`src/rtl/bcd_pkg.sv`:
```
// Shared definitions for the sequential binary-to-BCD converter.
// Holds the FSM state encoding, the digit value used to flag overflow,
// and a helper that sizes the shift-step counter.
package bcd_pkg;

    // Converter phases: waiting for input, shifting one bit per clock, holding the result
    typedef enum logic [1:0] {
        IDLE  = 2'd0,
        SHIFT = 2'd1,
        DONE  = 2'd2
    } state_t;

    // Digit pattern driven on every BCD digit when the value does not fit
    localparam logic [3:0] BCD_ERR_DIGIT = 4'hF;

    // Number of bits needed to hold a down-counter that starts at n
    function automatic int cntWidth(input int n);
        if (n < 2) begin
            return 1;
        end
        return $clog2(n + 1);
    endfunction

endpackage

```
`src/rtl/bcd_digit_adj.sv`:
```
// Single-digit double-dabble correction.
// A digit of five or more gets three added so that the following left shift
// carries correctly into the next decimal digit. Purely combinational.
module bcd_digit_adj (
    input  logic [3:0] d_in,
    output logic [3:0] d_out
);

    // Add three to any digit that would reach ten or more after doubling
    always_comb begin
        d_out = d_in;
        if (d_in >= 4'd5) begin
            d_out = d_in + 4'd3;
        end
    end

endmodule

```
`src/rtl/bin2bcd_seq.sv`:
```
// Sequential binary-to-BCD converter (shift-add-3, one input bit per clock).
// Accepts a value over a valid/ready handshake, runs BIN_W shift steps and
// presents the packed BCD result until the consumer takes it. A sticky flag
// records any significant bit pushed out of the top digit, in which case the
// result is replaced by all-F digits.
module bin2bcd_seq
    import bcd_pkg::*;
#(
    parameter int BIN_W  = 8,
    parameter int DIGITS = 3
) (
    input  logic                  clk,
    input  logic                  rst,
    input  logic                  in_valid,
    output logic                  in_ready,
    input  logic [BIN_W-1:0]      in_bin,
    output logic                  out_valid,
    input  logic                  out_ready,
    output logic [4*DIGITS-1:0]   bcd,
    output logic                  ovf
);

    localparam int BCD_W = 4 * DIGITS;
    localparam int CNT_W = cntWidth(BIN_W);

    localparam logic [CNT_W-1:0] CNT_START = CNT_W'(BIN_W);
    localparam logic [CNT_W-1:0] CNT_LAST  = CNT_W'(1);
    localparam logic [BCD_W-1:0] ERR_BCD   = {DIGITS{BCD_ERR_DIGIT}};

    state_t             r_state;
    logic [BIN_W-1:0]   r_binSr;
    logic [BCD_W-1:0]   r_bcdAcc;
    logic               r_ovfSticky;
    logic [CNT_W-1:0]   r_count;
    logic [BCD_W-1:0]   r_bcd;
    logic               r_ovf;
    logic               r_outValid;

    logic [BCD_W-1:0]   w_corrAcc;
    logic [BCD_W-1:0]   w_shiftAcc;
    logic               w_nextOvf;

    // One correction cell per decimal digit of the accumulator
    for (genvar g = 0; g < DIGITS; g++) begin : g_adj
        bcd_digit_adj u_adj (
            .d_in  (r_bcdAcc[4*g +: 4]),
            .d_out (w_corrAcc[4*g +: 4])
        );
    end

    // The corrected accumulator takes the next binary bit in at the bottom;
    // whatever leaves the top digit is lost, so a set MSB there means overflow
    assign w_shiftAcc = {w_corrAcc[BCD_W-2:0], r_binSr[BIN_W-1]};
    assign w_nextOvf  = r_ovfSticky | w_corrAcc[BCD_W-1];

    // Ready depends only on state so there is no path from in_valid
    assign in_ready  = (r_state == IDLE);
    assign out_valid = r_outValid;
    assign bcd       = r_bcd;
    assign ovf       = r_ovf;

    // Converter FSM together with the datapath and output registers
    always_ff @(posedge clk) begin
        if (rst) begin
            r_state     <= IDLE;
            r_binSr     <= '0;
            r_bcdAcc    <= '0;
            r_ovfSticky <= 1'b0;
            r_count     <= '0;
            r_bcd       <= '0;
            r_ovf       <= 1'b0;
            r_outValid  <= 1'b0;
        end else begin
            case (r_state)
                IDLE: begin
                    if (in_valid) begin
                        r_binSr     <= in_bin;
                        r_bcdAcc    <= '0;
                        r_ovfSticky <= 1'b0;
                        r_ovf       <= 1'b0;
                        r_count     <= CNT_START;
                        r_state     <= SHIFT;
                    end
                end
                SHIFT: begin
                    r_bcdAcc    <= w_shiftAcc;
                    r_binSr     <= {r_binSr[BIN_W-2:0], 1'b0};
                    r_ovfSticky <= w_nextOvf;
                    r_count     <= r_count - CNT_LAST;
                    if (r_count == CNT_LAST) begin
                        r_bcd      <= w_nextOvf ? ERR_BCD : w_shiftAcc;
                        r_ovf      <= w_nextOvf;
                        r_outValid <= 1'b1;
                        r_state    <= DONE;
                    end
                end
                DONE: begin
                    if (out_ready) begin
                        r_outValid <= 1'b0;
                        r_state    <= IDLE;
                    end
                end
                default: begin
                    r_state    <= IDLE;
                    r_outValid <= 1'b0;
                end
            endcase
        end
    end

endmodule

```
`config.mk`:
```
export PLATFORM = sky130hd
export DESIGN_NAME = bin2bcd_seq
export DESIGN_NICKNAME = d
export VERILOG_FILES = /design/src/rtl/bcd_pkg.sv /design/src/rtl/bcd_digit_adj.sv /design/src/rtl/bin2bcd_seq.sv
export SDC_FILE = /design/constraint.sdc
export NUM_CORES = 1
export LEC_CHECK = 0
export CORE_ASPECT_RATIO = 1.5
export CORE_MARGIN = 2
export CORE_UTILIZATION = 41
export CTS_CLUSTER_DIAMETER = 200
export DETAILED_ROUTE_END_ITERATION = 12
export PLACE_DENSITY = 0.67
export SETUP_SLACK_MARGIN = 0.1
export SLEW_MARGIN = 5
export SYNTH_ARGS = -nofsm -noshare
export SYNTH_HDL_FRONTEND = slang
export SYNTH_SLANG_ARGS = --single-unit
```
`constraint.sdc`:
```
create_clock -name clk -period 2.7 [get_ports clk]
set_input_delay 0.675 -clock clk [delete_from_list [all_inputs] [get_ports clk]]
set_output_delay 0.675 -clock clk [all_outputs]
set_load 0.01 [all_outputs]
```
==> metrics.csv <==
metric,value,unit
outcome,"finished, final reports clean",
synthSimpleGateAreaFrac,0.187,
area_growth,18.9,%
drt-initial-drc-count,74,
htreeDepth,2,
hp-class,reg -> reg,
viasPerCell,5.28,
grt_pass1_wl,7.29,mm
ys_seq_area_frac,0.411,
place_congestion,0.793,
worstHoldStart,r_binSr[0]$_SDFFE_PP0P_,
r2r_end,bcd[7]$_SDFFE_PP0P_,
crit_slowest_cell,clkdlybuf4s50_1,
hold-path-endpoint,r_binSr[0]$_SDFFE_PP0P_,
layout_worst_path_cycle_share,0.747,
slew_violations,0,
worst_setup_path_end_kind,primary output,
cts_tree,yes,
crit_path_max_fanout,11,
drt_first_pass_iters,4,
finalCriticalPeriod,2020,ps
rsz0062_at_grt,no,
cts_sinks,41,
maxCapViolCount,0,
postCtsHoldBufs,0,
synth_fa_ha_area_frac,0.0501,
synth_top_flop_cell,dfxtp_1,
reg2reg_from,r_bcdAcc[8]$_SDFFE_PP0P_,
tns,0,ps
grt_usage,0.179,
place_ws,476,ps
die_w,61.0,microns
cts-resized-gates,0,
drive_gt1_frac,0.120,
grt_max_degree,22,
dp_hpwl,2.93,mm
cp_data_required_time,2030,ps
synth_cell_types,39,
coreArea,4770,sq um
antenna_found_initial,0,
crit_arrival,1340,ps
max_freq,496,MHz
clock_path_buffers,2,
relSlewSlack,0.581,
total_leakage_power,0.779,nW
clk_pin_slew,80,ps
crit_type,reg -> out,
rr_worst_depth,6,
port_buffers,26,
synth_top_family_by_area,compound AO/OA/AOI/OAI gates,
synthMuxAreaShare,0.0188,
ys_ff_latch,41,
grt.overflow.total,0,
post_cts_buffers,0,
final_net_count,268,
antenna_cells,0,
synth_xor_area_frac,0.0132,
timing.reg2reg.setup_slack,870,ps
synth_compound_area_frac,0.251,
via_count,1663,
synthArstFlopShare,0,
worst_path_largest_cell_delay,540,ps
fin_skew,3.81,ps
yosysWarnings,0,
crit_family,buffers and inverters,
worstMarginPinSlew,626,ps
hold_viol_final,0,
syn_avg_cell_area,8.91,sq um
synth_edf_count,0,
synthCells,224,
syn_area,2000,sq um
die_area,5460,sq um
wire_per_inst,13.5,microns
critical_path_buf_inv_count,1,
fin_ws,682,ps
fp.dieH,89.5,microns
final_cell_mix,"dfxtp_1, nor2_1, clkdlybuf4s50_1",
ioPinCount,27,
cp_cell_sequence,nor2_1 > clkdlybuf4s50_1,
drcViolationCount,0,
finalSetupViolCount,0,
layout_commonest_cell,dfxtp_1,
grt_pass1_vias,1602,
row_count,31,
p_per_area,510,nW/um^2
ir_drop,0.000390,V
synth_nets,244,
ant_nets,0,
start_util,0.419,
crit_path_start_kind,flip-flop,
drt_wl_total,4.24,mm
cts_buffers,5,
clockRootBuffer,clkbuf_8,
min_path_cells,2,
clk_latency,290,ps
==> cell families after synthesis <==
logic type      Yosys count
mux                       3
simple gates             75
compound gates           66
xor+xnor                  3
fa+ha+maj                 8
flops                    41
buf+inv                  28
==> metal layers <==
metal | track usage | vias to the layer above | routed length, microns
met2 | 0.297 | 28 | 2120
met4 | 0.0652 | 0 | 78
li1 | - | 841 | -
met5 | 0 | - | 0
met1 | 0.222 | 786 | 1910
met3 | 0.0405 | 8 | 139
==> tightest hold or removal path, delay by kind of cell (launching register included) <==
family / cells / cell delay, ps
DFF: 1 / 310
and+or+nand+nor: 1 / 50
AOI/OAI and AO/OA: 1 / 50
==> state kept, by name, summed over array words and instances (netlist names) <==
register	flops
r_ovfSticky	1
r_count	4
out_valid	1
bcd	12
ovf	1
r_bcdAcc	12
r_binSr	8
r_state	2
==> through the flow <==
stage	total power (W)	util	area [sq um]	std cells	hold slack (ps)
2_1_floorplan	0.000782	-	2000	224	432
3_3_place_gp	0.000842	0.480	2290	307	441
3_5_place_dp	0.000845	0.480	2290	307	449
4_1_cts	0.00123	0.498	2370	315	458
5_1_grt	0.00128	0.498	2370	315	493
6_report	0.00121	0.498	2370	315	454
==> Yosys cell counts, types with 3 or more instances <==
cell type	count	area, sq um
nand2_1	18	67.6
nor3_1	5	25.0
o21ai_1	3	15.0
a211oi_2	6	75.1
and2_1	3	18.8
a211oi_1	5	37.5
xnor2_1	3	26.3
o21ba_2	3	30.0
buf_2	5	25.0
dfxtp_1	41	821
a311oi_1	9	78.8
nor2b_1	5	31.3
inv_1	14	52.6
nand2b_1	3	18.8
o32ai_1	6	52.6
a21oi_1	13	65.1
nor2_1	32	120
ha_1	8	100
o21ai_0	10	50.1
nor3b_1	3	22.5
clkbuf_1	6	22.5
==> power breakdown <==
group / switching (W) / total (W) / internal [W]
Clock: 0.000203 / 0.000383 / 0.000179
Sequential: 0.0000212 / 0.000655 / 0.000634
Combinational: 0.0000927 / 0.000174 / 0.0000808
==> cell type report <==
type	count	area [sq um]
multi-input combinational	155	1040
timing repair buffer	31	298
sequential	41	821
tap	66	82.6
clock inverter	2	10.0
inverter	14	52.6
clock buffer	6	72.6
fill	464	2400
==> worst max path at each step <==
stage | startpoint | cells past startpoint | slack [ps] | end
2_1_floorplan | r_bcdAcc[0]$_SDFFE_PP0P_ | 6 | 1130 | bcd[2]$_SDFFE_PP0P_
3_3_place_gp | in_valid | 5 | 540 | r_count[3]$_SDFFE_PP0P_
3_5_place_dp | in_valid | 5 | 480 | r_count[3]$_SDFFE_PP0P_
4_1_cts | r_state[1]$_SDFFE_PP0P_ | 2 | 660 | in_ready
5_1_grt | r_state[1]$_SDFFE_PP0P_ | 2 | 600 | in_ready
6_report | r_state[1]$_SDFFE_PP0P_ | 2 | 680 | in_ready
Power figures use the tool's default switching activity.
